## src/rtl/fft_ctrl_pkg.sv

```systemverilog
// Shared types and constants for the xfft frame sequencer.
package fft_ctrl_pkg;

    typedef enum logic [2:0] {
        IDLE,
        CORE_RST,
        CFG,
        FILL,
        DRAIN,
        DONE
    } state_t;

    // Cycles the core is held in reset before configuration.
    localparam int CORE_RST_CYC = 2;

    // Forward transform.
    localparam logic [7:0] CFG_WORD_DEF = 8'h01;

endpackage

```

## src/rtl/fft_frame_ctrl_if.sv

```systemverilog
// Core-facing AXI-stream channels and learn-RAM write port of the frame sequencer.
interface fft_frame_ctrl_if #(
    parameter int NFFT_LOG2 = 12,
    parameter int DW        = 24
);
    logic                 fft_aresetn;
    logic                 cfg_tvalid;
    logic [7:0]           cfg_tdata;
    logic                 cfg_tready;
    logic                 s_tvalid;
    logic                 s_tlast;
    logic                 s_tready;
    logic                 m_tvalid;
    logic                 m_tlast;
    logic [DW-1:0]        m_re;
    logic [DW-1:0]        m_im;
    logic                 wr_en;
    logic [NFFT_LOG2-1:0] wr_addr;
    logic [DW-1:0]        wr_real;
    logic [DW-1:0]        wr_imag;

    modport master (
        output fft_aresetn,
        output cfg_tvalid, cfg_tdata,
        input  cfg_tready,
        output s_tvalid, s_tlast,
        input  s_tready,
        input  m_tvalid, m_tlast, m_re, m_im,
        output wr_en, wr_addr, wr_real, wr_imag
    );

    modport slave (
        input  fft_aresetn,
        input  cfg_tvalid, cfg_tdata,
        output cfg_tready,
        input  s_tvalid, s_tlast,
        output s_tready,
        output m_tvalid, m_tlast, m_re, m_im,
        input  wr_en, wr_addr, wr_real, wr_imag
    );

endinterface

```

## src/rtl/fft_peak_track.sv

```systemverilog
// Running maximum of |re| + |im| over forwarded bins; result published on load.
module fft_peak_track #(
    parameter int NFFT_LOG2 = 12,
    parameter int DW        = 24
) (
    input  logic                 clk,
    input  logic                 rst,
    input  logic                 clr,
    input  logic                 valid,
    input  logic [NFFT_LOG2-1:0] bin,
    input  logic [DW-1:0]        re,
    input  logic [DW-1:0]        im,
    input  logic                 load,
    output logic [NFFT_LOG2-1:0] peak_bin,
    output logic [DW:0]          peak_mag
);

    logic [DW-1:0]        abs_re;
    logic [DW-1:0]        abs_im;
    logic [DW:0]          mag;
    logic [DW:0]          max_mag_reg;
    logic [NFFT_LOG2-1:0] max_bin_reg;
    logic                 seen_reg;
    logic [NFFT_LOG2-1:0] peak_bin_reg;
    logic [DW:0]          peak_mag_reg;

    // Negating the most negative value still fits as an unsigned DW-bit number.
    assign abs_re = re[DW-1] ? (~re + 1'b1) : re;
    assign abs_im = im[DW-1] ? (~im + 1'b1) : im;
    assign mag    = {1'b0, abs_re} + {1'b0, abs_im};

    always_ff @(posedge clk or posedge rst) begin
        if (rst) begin
            max_mag_reg  <= '0;
            max_bin_reg  <= '0;
            seen_reg     <= 1'b0;
            peak_bin_reg <= '0;
            peak_mag_reg <= '0;
        end else begin
            if (clr) begin
                max_mag_reg <= '0;
                max_bin_reg <= '0;
                seen_reg    <= 1'b0;
            end else if (valid && (!seen_reg || mag > max_mag_reg)) begin
                // Strict compare: equal magnitudes keep the earlier (lower) bin.
                max_mag_reg <= mag;
                max_bin_reg <= bin;
                seen_reg    <= 1'b1;
            end
            if (load) begin
                peak_bin_reg <= max_bin_reg;
                peak_mag_reg <= max_mag_reg;
            end
        end
    end

    assign peak_bin = peak_bin_reg;
    assign peak_mag = peak_mag_reg;

endmodule

```

## src/rtl/fft_frame_ctrl.sv

```systemverilog
// Single-shot / continuous frame sequencer around the xfft core with windowed bin forwarding.
// Define FFT_PEAK_EN to build the peak-magnitude tracker; otherwise peak_bin/peak_mag stay 0.
module fft_frame_ctrl
    import fft_ctrl_pkg::*;
#(
    parameter int         NFFT_LOG2 = 12,
    parameter int         DW        = 24,
    parameter int         BIN_LO    = 0,
    parameter int         BIN_HI    = 2799,
    parameter logic [7:0] CFG_WORD  = CFG_WORD_DEF
) (
    input  logic                 clk,
    input  logic                 rst,
    input  logic                 start,
    input  logic                 continuous,
    input  logic                 abort,
    fft_frame_ctrl_if.master     bus,
    output logic                 busy,
    output logic                 frame_done,
    output logic                 err_tlast,
    output logic [NFFT_LOG2-1:0] peak_bin,
    output logic [DW:0]          peak_mag
);

    localparam logic [NFFT_LOG2-1:0] LAST     = {NFFT_LOG2{1'b1}};
    localparam logic [NFFT_LOG2-1:0] LO       = NFFT_LOG2'(BIN_LO);
    localparam logic [NFFT_LOG2-1:0] HI       = NFFT_LOG2'(BIN_HI);
    localparam logic [1:0]           RST_LAST = 2'(CORE_RST_CYC - 1);

    state_t               state_reg, state_next;
    logic [1:0]           rst_cnt_reg, rst_cnt_next;
    logic [NFFT_LOG2-1:0] in_cnt_reg, in_cnt_next;
    logic [NFFT_LOG2-1:0] out_cnt_reg, out_cnt_next;

    logic                 fft_aresetn_reg;
    logic                 wr_en_reg;
    logic [NFFT_LOG2-1:0] wr_addr_reg;
    logic [DW-1:0]        wr_real_reg;
    logic [DW-1:0]        wr_imag_reg;
    logic                 err_tlast_reg;

    logic out_beat, last_bin, lo_ok, hi_ok, fwd_beat;

    assign out_beat = (state_reg == DRAIN) && bus.m_tvalid;
    assign last_bin = (out_cnt_reg == LAST);
    assign fwd_beat = out_beat && lo_ok && hi_ok && !abort;

    // Bounds at the edges of the counter range need no comparator.
    if (BIN_LO == 0) begin : g_lo_all
        assign lo_ok = 1'b1;
    end else begin : g_lo_cmp
        assign lo_ok = (out_cnt_reg >= LO);
    end

    if (BIN_HI >= (1 << NFFT_LOG2) - 1) begin : g_hi_all
        assign hi_ok = 1'b1;
    end else begin : g_hi_cmp
        assign hi_ok = (out_cnt_reg <= HI);
    end

    always_comb begin
        state_next   = state_reg;
        rst_cnt_next = '0;
        in_cnt_next  = in_cnt_reg;
        out_cnt_next = out_cnt_reg;
        case (state_reg)
            IDLE: begin
                if (start) state_next = CORE_RST;
            end
            CORE_RST: begin
                in_cnt_next  = '0;
                out_cnt_next = '0;
                if (rst_cnt_reg == RST_LAST) state_next = CFG;
                else                         rst_cnt_next = rst_cnt_reg + 2'd1;
            end
            CFG: begin
                if (bus.cfg_tready) state_next = FILL;
            end
            FILL: begin
                if (bus.s_tready) begin
                    in_cnt_next = in_cnt_reg + 1'b1;
                    if (in_cnt_reg == LAST) state_next = DRAIN;
                end
            end
            DRAIN: begin
                if (bus.m_tvalid) begin
                    out_cnt_next = out_cnt_reg + 1'b1;
                    if (last_bin) state_next = DONE;
                end
            end
            DONE: begin
                state_next = continuous ? CORE_RST : IDLE;
            end
            default: state_next = IDLE;
        endcase
        // Abort overrides everything, including a coincident start.
        if (abort) begin
            state_next   = IDLE;
            rst_cnt_next = '0;
            in_cnt_next  = '0;
            out_cnt_next = '0;
        end
    end

    always_ff @(posedge clk or posedge rst) begin
        if (rst) begin
            state_reg       <= IDLE;
            rst_cnt_reg     <= '0;
            in_cnt_reg      <= '0;
            out_cnt_reg     <= '0;
            fft_aresetn_reg <= 1'b0;
            wr_en_reg       <= 1'b0;
            wr_addr_reg     <= '0;
            wr_real_reg     <= '0;
            wr_imag_reg     <= '0;
            err_tlast_reg   <= 1'b0;
        end else begin
            state_reg       <= state_next;
            rst_cnt_reg     <= rst_cnt_next;
            in_cnt_reg      <= in_cnt_next;
            out_cnt_reg     <= out_cnt_next;
            fft_aresetn_reg <= !(abort || state_next == CORE_RST);
            wr_en_reg       <= fwd_beat;
            err_tlast_reg   <= out_beat && !abort && (bus.m_tlast != last_bin);
            if (fwd_beat) begin
                wr_addr_reg <= out_cnt_reg - LO;
                wr_real_reg <= bus.m_re;
                wr_imag_reg <= bus.m_im;
            end
        end
    end

    assign bus.fft_aresetn = fft_aresetn_reg;
    assign bus.cfg_tvalid  = (state_reg == CFG);
    assign bus.cfg_tdata   = CFG_WORD;
    assign bus.s_tvalid    = (state_reg == FILL);
    assign bus.s_tlast     = (state_reg == FILL) && (in_cnt_reg == LAST);
    assign bus.wr_en       = wr_en_reg;
    assign bus.wr_addr     = wr_addr_reg;
    assign bus.wr_real     = wr_real_reg;
    assign bus.wr_imag     = wr_imag_reg;

    assign busy       = (state_reg != IDLE);
    assign frame_done = (state_reg == DONE) && !abort;
    assign err_tlast  = err_tlast_reg;

`ifdef FFT_PEAK_EN
    fft_peak_track #(
        .NFFT_LOG2 (NFFT_LOG2),
        .DW        (DW)
    ) u_peak (
        .clk      (clk),
        .rst      (rst),
        .clr      (state_reg == CORE_RST),
        .valid    (fwd_beat),
        .bin      (out_cnt_reg),
        .re       (bus.m_re),
        .im       (bus.m_im),
        .load     (frame_done),
        .peak_bin (peak_bin),
        .peak_mag (peak_mag)
    );
`else
    assign peak_bin = '0;
    assign peak_mag = '0;
`endif

endmodule
```

## src/flat_wrapper.sv

```systemverilog
// flat-port wrapper written by rule: the top's interface ports become plain ports
module fft_frame_ctrl_flat import fft_ctrl_pkg::*;
#(
    parameter int         NFFT_LOG2 = 12,
    parameter int         DW        = 24,
    parameter int         BIN_LO    = 0,
    parameter int         BIN_HI    = 2799,
    parameter logic [7:0] CFG_WORD  = CFG_WORD_DEF
)
  (clk, rst, start, continuous, abort, busy, frame_done, err_tlast, peak_bin, peak_mag, bus_fft_aresetn, bus_cfg_tvalid, bus_cfg_tdata, bus_cfg_tready, bus_s_tvalid, bus_s_tlast, bus_s_tready, bus_m_tvalid, bus_m_tlast, bus_m_re, bus_m_im, bus_wr_en, bus_wr_addr, bus_wr_real, bus_wr_imag);
  fft_frame_ctrl_if #(.NFFT_LOG2(NFFT_LOG2), .DW(DW)) bus_i ();
  input  logic clk;
  input  logic rst;
  input  logic start;
  input  logic continuous;
  input  logic abort;
  output logic busy;
  output logic frame_done;
  output logic err_tlast;
  output logic [NFFT_LOG2-1:0] peak_bin;
  output logic [DW:0] peak_mag;
  output wire logic [$bits(bus_i.fft_aresetn)-1:0] bus_fft_aresetn;
  output wire logic [$bits(bus_i.cfg_tvalid)-1:0] bus_cfg_tvalid;
  output wire logic [$bits(bus_i.cfg_tdata)-1:0] bus_cfg_tdata;
  input wire logic [$bits(bus_i.cfg_tready)-1:0] bus_cfg_tready;
  output wire logic [$bits(bus_i.s_tvalid)-1:0] bus_s_tvalid;
  output wire logic [$bits(bus_i.s_tlast)-1:0] bus_s_tlast;
  input wire logic [$bits(bus_i.s_tready)-1:0] bus_s_tready;
  input wire logic [$bits(bus_i.m_tvalid)-1:0] bus_m_tvalid;
  input wire logic [$bits(bus_i.m_tlast)-1:0] bus_m_tlast;
  input wire logic [$bits(bus_i.m_re)-1:0] bus_m_re;
  input wire logic [$bits(bus_i.m_im)-1:0] bus_m_im;
  output wire logic [$bits(bus_i.wr_en)-1:0] bus_wr_en;
  output wire logic [$bits(bus_i.wr_addr)-1:0] bus_wr_addr;
  output wire logic [$bits(bus_i.wr_real)-1:0] bus_wr_real;
  output wire logic [$bits(bus_i.wr_imag)-1:0] bus_wr_imag;
  assign bus_fft_aresetn = bus_i.fft_aresetn;
  assign bus_cfg_tvalid = bus_i.cfg_tvalid;
  assign bus_cfg_tdata = bus_i.cfg_tdata;
  assign bus_i.cfg_tready = bus_cfg_tready;
  assign bus_s_tvalid = bus_i.s_tvalid;
  assign bus_s_tlast = bus_i.s_tlast;
  assign bus_i.s_tready = bus_s_tready;
  assign bus_i.m_tvalid = bus_m_tvalid;
  assign bus_i.m_tlast = bus_m_tlast;
  assign bus_i.m_re = bus_m_re;
  assign bus_i.m_im = bus_m_im;
  assign bus_wr_en = bus_i.wr_en;
  assign bus_wr_addr = bus_i.wr_addr;
  assign bus_wr_real = bus_i.wr_real;
  assign bus_wr_imag = bus_i.wr_imag;
  fft_frame_ctrl #(.NFFT_LOG2(NFFT_LOG2), .DW(DW), .BIN_LO(BIN_LO), .BIN_HI(BIN_HI), .CFG_WORD(CFG_WORD)) u_core (.clk(clk), .rst(rst), .start(start), .continuous(continuous), .abort(abort), .bus(bus_i), .busy(busy), .frame_done(frame_done), .err_tlast(err_tlast), .peak_bin(peak_bin), .peak_mag(peak_mag));
endmodule
```

## config.mk

```make
export PLATFORM = sky130hd
export DESIGN_NAME = fft_frame_ctrl_flat
export DESIGN_NICKNAME = d
export VERILOG_FILES = /design/src/rtl/fft_ctrl_pkg.sv /design/src/rtl/fft_frame_ctrl_if.sv /design/src/rtl/fft_peak_track.sv /design/src/rtl/fft_frame_ctrl.sv /design/src/flat_wrapper.sv
export SDC_FILE = /design/constraint.sdc
export NUM_CORES = 1
export LEC_CHECK = 0
export BUFFER_PORTS_ARGS = -buffer_cell sky130_fd_sc_hd__buf_2
export CORE_ASPECT_RATIO = 2
export CORE_MARGIN = 2
export CORE_UTILIZATION = 45
export DETAILED_ROUTE_END_ITERATION = 10
export PLACE_DENSITY = 0.77
export SLEW_MARGIN = 20
export SYNTH_ARGS = -nofsm -noshare
export SYNTH_HDL_FRONTEND = slang
export SYNTH_HIERARCHICAL = 1
export SYNTH_SLANG_ARGS = --single-unit
```

## constraint.sdc

```tcl
create_clock -name clk -period 2.4 [get_ports clk]
set_input_delay 0.12 -clock clk [delete_from_list [all_inputs] [get_ports clk]]
set_output_delay 0.12 -clock clk [all_outputs]
set_load 0.01 [all_outputs]
```

# ---- Yosys cells after proc, flatten, opt, wreduce, memory -nomap -nowiden
# Index checks and enable logic that the tools add are counted.
dict set report word_totals {
  regBits 92
  output_inout_bits 113
}
dict set report classes {
  addsub 3
  magnitude_cmp 1
  eq_ne 12
  n_mux 19
  n_reduce_logical 16
}
# cell count
set ops {}
lappend ops {{$mux W12} 4}
lappend ops {{$pmux W12 S2} 2}
lappend ops {{$add A12 B1 Y12 const B} 2}
lappend ops {{$eq A12 B12 Y1 const B} 2}
lappend ops {{$mux W3} 8}
lappend ops {{$pmux W3 S6} 1}
lappend ops {{$le A12 B12 Y1 const B} 1}
lappend ops {{$reduce_bool A3 Y1} 3}
lappend ops {{$logic_and A1 B1 Y1} 7}
lappend ops {{$eq A3 B1 Y1 const B} 2}
lappend ops {{$eq A3 B2 Y1 const B} 2}
lappend ops {{$eq A3 B3 Y1 const B} 2}
lappend ops {{$mux W2} 3}
lappend ops {{$reduce_and A2 Y1} 2}
lappend ops {{$logic_not A3 Y1} 1}
lappend ops {{$ne A3 B2 Y1 const B} 1}
lappend ops {{$ne A3 B3 Y1 const B} 1}
lappend ops {{$add A2 B1 Y2 const B} 1}
lappend ops {{$eq A2 B1 Y1 const B} 1}
lappend ops {{$logic_not A1 Y1} 2}
lappend ops {{$logic_or A1 B1 Y1} 1}
lappend ops {{$mux W1} 1}
lappend ops {{$ne A1 B1 Y1} 1}

# ---- Logic depth before layout (Yosys ltp)
# Gate-level depths: netlist (run 1).
dict set report depth {
  word_depth 8
  depth_mapped 7
  mapped_depth_nobuf 6
}

# ---- Least setup slack after synthesis (run 1)
# No wires, ideal clock.
dict set report synth_path {
  path_kind {register to register}
  start {register u_core.state_reg[1]}
  end {register u_core.wr_addr_reg[0], in the netlist u_core/bus.wr_addr[0]}
  arrival_time_ns 1.703
  required_ns 2.275
  path_slack_ns 0.572
  path_stages_with_launch 7
  n_path_buf 2
  period_less_slack_ns 1.828
  path_cell_list {dfrtp_1 > buf_4 > nor4_4 > nand2_4 > nor2_8 > buf_12 > mux2_4}
}
dict set report synth_between {
  elab_chain_cells 4
}
# element line
set synth_lines {}
lappend synth_lines {{start, declared} fft_frame_ctrl.sv:30} ;# state_t state_reg, state_next;
lappend synth_lines {{start signal, assigned} fft_frame_ctrl.sv:118} ;# state_reg <= state_next;
lappend synth_lines {{$eq A3 B3 Y1} fft_frame_ctrl.sv:44} ;# assign out_beat = (state_reg == DRAIN) && bus.m_tvalid;
lappend synth_lines {{$logic_and A1 B1 Y1} fft_frame_ctrl.sv:44}
lappend synth_lines {{$logic_and A1 B1 Y1 (2 in series)} fft_frame_ctrl.sv:46} ;# assign fwd_beat = out_beat && lo_ok && hi_ok && !abort;
lappend synth_lines {{end signal, assigned} fft_frame_ctrl.sv:126} ;# wr_addr_reg <= out_cnt_reg - LO;
lappend synth_lines {{end, declared} fft_frame_ctrl.sv:37} ;# logic [NFFT_LOG2-1:0] wr_addr_reg;
# Every way passes these cells.
# A chain may end at the register's enable or synchronous reset.

# ---- Worst setup path in the final report (run 1)
dict set report layout_path {
  start {register u_core.in_cnt_reg[1]}
  end {output port bus_s_tlast}
}
dict set report layout_between {
  elab_chain_cells 2
}
# element line
set layout_lines {}
lappend layout_lines {{start, declared} fft_frame_ctrl.sv:32} ;# logic [NFFT_LOG2-1:0] in_cnt_reg, in_cnt_next;
lappend layout_lines {{start signal, assigned} fft_frame_ctrl.sv:120} ;# in_cnt_reg <= in_cnt_next;
lappend layout_lines {{$eq A12 B12 Y1} fft_frame_ctrl.sv:137} ;# assign bus.s_tlast = (state_reg == FILL) && (in_cnt_reg == LAST);
lappend layout_lines {{$logic_and A1 B1 Y1} fft_frame_ctrl.sv:137}
lappend layout_lines {{end, declared} flat_wrapper.sv:27} ;# output wire logic [$bits(bus_i.s_tlast)-1:0] bus_s_tlast;
# Every way passes these cells.

==> flow_summary.yaml, run 1 <==
status:
  status: "finished clean"
timing:
  rsz0062_at_grt: "no"
  min_period_ps: 2090
  holdWs_ps: 11.8
  hold_viol_final: 0
  setup_tns_ps: 0
  worst_clock_skew_ps: 9.08
  setup_violations: 0
  fmax_ghz: 0.478
  worst_slew_pin_slew_ps: 721
  drv_slew: 0
  fin_crit_sh: 0.871
  layout_setup_ws_ps: 310
  slew_headroom: 0.518
setup_path:
  crit_type: "reg2out"
  cp_slowest_cell: "dfrtp_1"
  crit_fanout: 6
  reg2reg_depth: 5
  worstPathArrival_ps: 1970
  startpoint_type: "flop"
  slowest_delay_ps: 420
  cp_cell_sequence: "ha_1 -> nand3_1 -> nor4_1 -> buf_4 -> and2_1 -> buf_2"
  critPathCaptureType: "output pin"
  required_ps: 2280
  critPathBufInv: 2
  path_delay_family: "simple AND/OR/NAND/NOR gates"
  timing.rr.start: "u_core/state_reg[0]$_DFF_PP0_"
  r2r_slack_ps: 400
  reg2reg_to: "u_core/bus.wr_real[11]$_DFFE_PP0P_"
detailed_routing:
  drt-wirelength-per-cell_um: 15.1
  routed_wl_um: 9810
  first_pass_iters: 4
  vias_per_cell: 4.94
  ant_nets: 0
  drt_first_iter_violations: 113
  remaining_drc_errors: 0
  vias: 3215
flow_run:
  drv_cap: 0
clocking:
  clk_path_buf_depth: 2
  cts.reportedPaths.clkPinSlew_ps: 70
  cts_buffers: 9
  cts_setup_buffers: 0
  clkSinkCount: 92
  cts_resized: 0
  clock_latency_ps: 330
  ctsHtreeMaxLevel: 3
  clockRootBuffer: "clkbuf_16"
  cts_tree: "yes"
placed_design:
  place_congestion: 0.783
  io_buffers: 124
  place_ws_ps: 425
  dp.cells: 631
  place_area_um2: 5250
  detailed_place_hpwl_um: 7110
yosys:
  synthCells: 376
  synth_top_family_by_area: "multiplexers"
  synth_compound_area_frac: 0.0704
  synth_cell_type_count: 50
  ys_warn_count: 6
  ys_seq_elements: 92
  yosysSeqAreaShare: 0.492
  synth-xor-area-share: 0.0150
  synth_area_um2: 4680
  postSynthAreaPerCell_um2: 12.4
  yosys.area_share.simple: 0.106
  synthMuxAreaShare: 0.198
  synth_fa_ha_area_frac: 0.00535
layout:
  diodes: 0
  fin_area_um2: 5600
  area_growth_pct: 19.6
  fin_cells: 651
  layout-drive-gt1-share: 0.422
  utilization: 0.551
  nets: 570
power:
  powerDensity_nw_per_um2: 593
  p_comb_frac: 0.084
  clkPwrFrac: 0.430
  switching_share: 0.238
  leakagePower_nw: 2.89
  p_sw_mw: 0.789
  power_frac_seq: 0.486
  p_total_mw: 3.32
  ir_drop_mv: 0.412
  p_int_mw: 2.53
floorplanning:
  coreArea_um2: 10100
  start_util: 0.461
  rows: 52
  io_pins: 170
  die_w_um: 76.1
  die-area_um2: 11300
  die_y_um: 148
min_path:
  holdPathStages: 2
  worstHoldStart: "bus_m_im[10]"
  min_to: "u_core/bus.wr_imag[10]$_DFFE_PP0P_"
  hold_path.class: "in2reg"
global_route:
  grt_max_degree: 93
  antenna_found_initial: 0
  first_global_vias: 3205
  grt-ovfl-total: 0
  grt_pass1_wl_um: 16200
  grt_usage: 0.178
==> power groups by stage <==
stage | combinational (mW) | clock [mW] | sequential, mW
3_3_place_gp | 0.266 | 0 | 1.64
2_1_floorplan | 0.199 | 0 | 1.65
4_1_cts | 0.279 | 1.47 | 1.61
6_report | 0.278 | 1.43 | 1.61
3_5_place_dp | 0.274 | 0 | 1.64
5_1_grt | 0.306 | 1.54 | 1.62
==> logic make-up (layout without fill, tap and decap cells) <==
family / after synthesis / count (layout)
and+or+nand+nor: 92 / 92
muxes: 63 / 63
adders and majority gates: 2 / 2
buffers and inverters: 66 / 163
DFF: 92 / 92
AOI/OAI and AO/OA: 51 / 51
other: 2 / 45
xor gates and xnor gates: 8 / 8
==> worst max-delay path by stage <==
stage / end / cells after the start / slack [ps] / from
6_report: bus_s_tlast / 6 / 310 / u_core/in_cnt_reg[1]$_DFFE_PP0P_
5_1_grt: bus_s_tlast / 6 / 120 / u_core/in_cnt_reg[1]$_DFFE_PP0P_
4_1_cts: bus_s_tlast / 6 / 290 / u_core/in_cnt_reg[1]$_DFFE_PP0P_
3_5_place_dp: u_core/bus.wr_real[11]$_DFFE_PP0P_ / 5 / 430 / u_core/state_reg[0]$_DFF_PP0_
3_3_place_gp: u_core/bus.wr_real[11]$_DFFE_PP0P_ / 5 / 500 / u_core/state_reg[0]$_DFF_PP0_
2_1_floorplan: u_core/bus.wr_addr[0]$_DFFE_PP0P_ / 6 / 570 / u_core/state_reg[1]$_DFF_PP0_
==> synthesized netlist by cell type (all sizes together) <==
cell,number,share of area
o2111ai,2,0.0037
nor2b,2,0.0027
o21ai,21,0.022
a22oi,1,0.0016
a31oi,2,0.0027
mux2i,3,0.0064
nand2,15,0.014
nand3,12,0.013
nor2,27,0.025
ha,2,0.0053
nor3,6,0.0064
o41ai,3,0.0088
inv,7,0.0056
o32ai,1,0.0019
buf,54,0.10
nand4,3,0.0040
nand2b,6,0.0080
and2,2,0.0027
o21bai,2,0.0032
a21oi,10,0.011
or2,3,0.0040
and3b,1,0.0019
or3,3,0.0040
mux2,60,0.19
nor3b,1,0.0016
dfrtp,92,0.49
and3,3,0.0040
nor4,4,0.0086
xor2,3,0.0056
o311ai,1,0.0019
a21o,1,0.0016
conb,2,0.0016
o31ai,4,0.0064
a211oi,1,0.0016
a211o,1,0.0019
and2b,1,0.0016
clkbuf,5,0.0040
xnor2,5,0.0094
nand3b,3,0.0048
a221oi,1,0.0019
==> area by class of cell <==
type,count,area (µm²)
clock buffer,9,225
clock inverter,7,77.6
fill,901,4550
inverter,7,30.0
multi-input combinational,261,2020
sequential,92,2300
tap,135,169
timing repair buffer,140,776
==> what timing repair did <==
action / in CTS / in global routing
hold buffers: 3 / 1
hold endpoints to repair: 94 / 1
endpoints found under the setup margin: 0 / 0
==> routing by layer <==
| layer | track usage | wire [µm] | vias up | share of wire |
|---|---|---|---|---|
| met1 | 0.204 | 3690 | 1568 | 0.38 |
| met4 | 0.0727 | 238 | 0 | 0.024 |
| met5 | 0 | 0 | - | 0 |
| met2 | 0.322 | 5360 | 138 | 0.55 |
| li1 | - | - | 1493 | - |
| met3 | 0.0346 | 515 | 16 | 0.052 |
==> cell usage in the layout, fill, tap and decap left out, types with 3 or more instances in the layout <==
cell	Yosys	layout
nand3_1	12	12
nand3b_1	3	3
nand4_1	3	3
mux2i_1	3	3
dfrtp_1	92	92
nor4_1	3	3
xnor2_1	5	5
dlygate4sd3_1	0	4
buf_2	2	124
buf_4	46	10
nor2_1	26	26
xor2_1	3	3
nand2b_1	6	6
or3_1	3	3
clkbuf_16	0	9
conb_1	2	45
o21ai_0	10	10
mux2_4	59	59
and3_1	3	3
nor3_1	6	6
a21oi_1	10	10
o21ai_1	11	11
inv_1	6	5
inv_6	0	3
nand2_1	14	14
o31ai_1	4	4
(Power assumes the default switching activity.)
==> run 2: changes to the inputs <==
--- a/config.mk
+++ b/config.mk
@@ -8,11 +8,10 @@
 export BUFFER_PORTS_ARGS = -buffer_cell sky130_fd_sc_hd__buf_2
 export CORE_ASPECT_RATIO = 2
 export CORE_MARGIN = 2
-export CORE_UTILIZATION = 45
+export CORE_UTILIZATION = 44
 export DETAILED_ROUTE_END_ITERATION = 10
-export PLACE_DENSITY = 0.77
+export PLACE_DENSITY = 0.76
 export SLEW_MARGIN = 20
 export SYNTH_ARGS = -nofsm -noshare
 export SYNTH_HDL_FRONTEND = slang
-export SYNTH_HIERARCHICAL = 1
 export SYNTH_SLANG_ARGS = --single-unit
==> flow_summary.yaml, run 2 <==
layout:
  final-seq-area_um2: 2300
  layout-drive-gt1-share: 0.426
  nets: 558
  diodes: 0
  multi_input_area_um2: 1780
  final_common_cell: "buf_2"
  area_growth_pct: 22.4
  layout_common_cells: "124 x buf_2, 92 x dfrtp_1, 55 x mux2_2"
  fill_cells: 860
yosys:
  synth_cell_type_count: 52
  async_reset_ff_frac: 1.00
  synth_flop_cell: "dfrtp_1"
  yosysSeqAreaShare: 0.523
  synth_area_um2: 4410
  synth_top_area_share: 0.523
  netlist_top_cells_area: "dfrtp_1 52%, mux2_2 14%, buf_4 7.7%"
  postSynthAreaPerCell_um2: 12.1
  ys_warn_count: 0
  synth_edf_count: 0
  yosysTopAreaCell: "dfrtp_1"
  ys_seq_elements: 92
  synthTopCellsByCount: "92 x dfrtp_1, 55 x mux2_2, 45 x buf_4, 15 x nor2_1, 12 x o21ai_0"
  synth_most_common_cell: "dfrtp_1"
  synthCells: 364
setup_path:
  crit_fanout: 9
  cp_slowest_cell: "or4_1"
  slowest_delay_ps: 550
  r2r_slack_ps: 330
  critPathCaptureType: "output pin"
  reg2reg_depth: 5
  required_ps: 2280
  crit_type: "reg2out"
  worstPathArrival_ps: 2010
  cp_cell_sequence: "ha_1 -> nand3_1 -> or4_1 -> nor2_1 -> buf_2"
  startpoint_type: "flop"
  reg2reg_to: "u_core.bus.wr_imag[8]$_DFFE_PP0P_"
  timing.rr.start: "u_core.state_reg[0]$_DFF_PP0_"
placed_design:
  io_buffers: 124
  place_congestion: 0.808
  place_ws_ps: 369
  detailed_place_hpwl_um: 6820
clocking:
  cts_setup_buffers: 0
  cts_hold_buf: 11
  cts_tree: "yes"
  cts.reportedPaths.clkPinSlew_ps: 60
  cts_resized: 0
  clk_path_buf_depth: 2
  cts_buffers: 9
  clock_latency_ps: 330
  ctsHtreeMaxLevel: 3
  clockRootBuffer: "clkbuf_16"
  clkSinkCount: 92
min_path:
  hold_path.class: "in2reg"
  min_to: "u_core.bus.wr_imag[10]$_DFFE_PP0P_"
  holdPathStages: 2
  worstHoldStart: "bus_m_im[10]"
detailed_routing:
  vias: 3223
  drt_first_iter_violations: 84
  ant_nets: 0
  first_pass_iters: 4
  routed_wl_um: 9440
  vias_per_cell: 5.08
  remaining_drc_errors: 0
  drt-wirelength-per-cell_um: 14.9
timing:
  worst_slew_pin_slew_ps: 816
  fin_crit_sh: 0.887
  holdWs_ps: 18.0
  drv_slew: 0
  setup_tns_ps: 0
  fmax_ghz: 0.470
  slew_headroom: 0.455
  rsz0062_at_grt: "no"
  layout_setup_ws_ps: 272
  setup_violations: 0
  min_period_ps: 2130
  hold_viol_final: 0
  worst_clock_skew_ps: 7.28
power:
  powerDensity_nw_per_um2: 597
  p_sw_mw: 0.690
  clkPwrFrac: 0.451
  power_frac_seq: 0.486
  ir_drop_mv: 0.458
  p_int_mw: 2.53
  switching_share: 0.214
  leakagePower_nw: 2.85
  p_comb_frac: 0.063
global_route:
  grt_pass1_wl_um: 14600
  antenna_found_initial: 0
  grt_max_degree: 62
  first_global_vias: 3146
  grt_usage: 0.173
  grt-ovfl-total: 0
floorplanning:
  io_pins: 170
  start_util: 0.451
  coreArea_um2: 9760
  die-area_um2: 10900
  die_w_um: 74.8
  die_y_um: 146
  rows: 51
status:
  status: "finished clean"
flow_run:
  drv_cap: 0
[run 2: metal layers]
metal | global-route usage | wire length [µm] | up-vias
li1 | - | - | 1488
met1 | 0.180 | 3430 | 1585
met2 | 0.319 | 5320 | 137
met3 | 0.0416 | 511 | 13
met4 | 0.0679 | 181 | 0
met5 | 0 | 0 | -
[run 2: cell type report]
cell class	count	share of cell area
flip-flops and latches	92	0.427
multi-input cells	245	0.330
repair buffers	140	0.147
clock buffers	9	0.0418
well taps	132	0.0306
clock inverters	5	0.0146
inverters	11	0.00836
[run 2: worst max-delay path, delay by kind of cell (launching register included)]
kind,cells,cell delay (ps)
buffers and inverters,1,130
AND/OR/NAND/NOR,3,910
flip-flops,1,420
adder cells (fa/ha/maj),1,220
[run 2: stage by stage]
step,instances,area (µm²),util,power (mW)
4_1_cts,634,5390,0.552,3.27
2_1_floorplan,407,4570,-,1.76
5_1_grt,634,5390,0.552,3.35
3_5_place_dp,609,4980,0.510,1.78
3_3_place_gp,609,4980,0.510,1.78
6_report,634,5390,0.552,3.22
[run 2: how the worst max path moves through the flow]
stage | from | endpoint | slack, ps | cells past startpoint
6_report | u_core.in_cnt_reg[0]$_DFFE_PP0P_ | bus_s_tlast | 270 | 5
5_1_grt | u_core.in_cnt_reg[0]$_DFFE_PP0P_ | bus_s_tlast | 150 | 5
3_3_place_gp | u_core.state_reg[0]$_DFF_PP0_ | u_core.bus.wr_real[0]$_DFFE_PP0P_ | 400 | 5
3_5_place_dp | u_core.state_reg[0]$_DFF_PP0_ | u_core.bus.wr_real[22]$_DFFE_PP0P_ | 370 | 5
2_1_floorplan | u_core.state_reg[0]$_DFF_PP0_ | u_core.bus.wr_imag[21]$_DFFE_PP0P_ | 670 | 5
4_1_cts | u_core.in_cnt_reg[0]$_DFFE_PP0P_ | bus_s_tlast | 280 | 5
[run 2: logic make-up after synthesis]
group           Yosys count  synth area share
flops                    92             0.523
simple gates             82             0.113
buf+inv                  70             0.110
mux                      61             0.160
compound gates           52            0.0809
xor+xnor                  3           0.00597
fa+ha+maj                 2           0.00568
other cells               2           0.00170
[run 2: power by group through the flow]
stage          combinational, mW  clock [mW]  sequential, mW
2_1_floorplan              0.169           0            1.59
3_3_place_gp               0.183           0            1.59
3_5_place_dp               0.188           0            1.59
4_1_cts                    0.203        1.50            1.56
5_1_grt                    0.226        1.57            1.56
6_report                   0.202        1.45            1.56
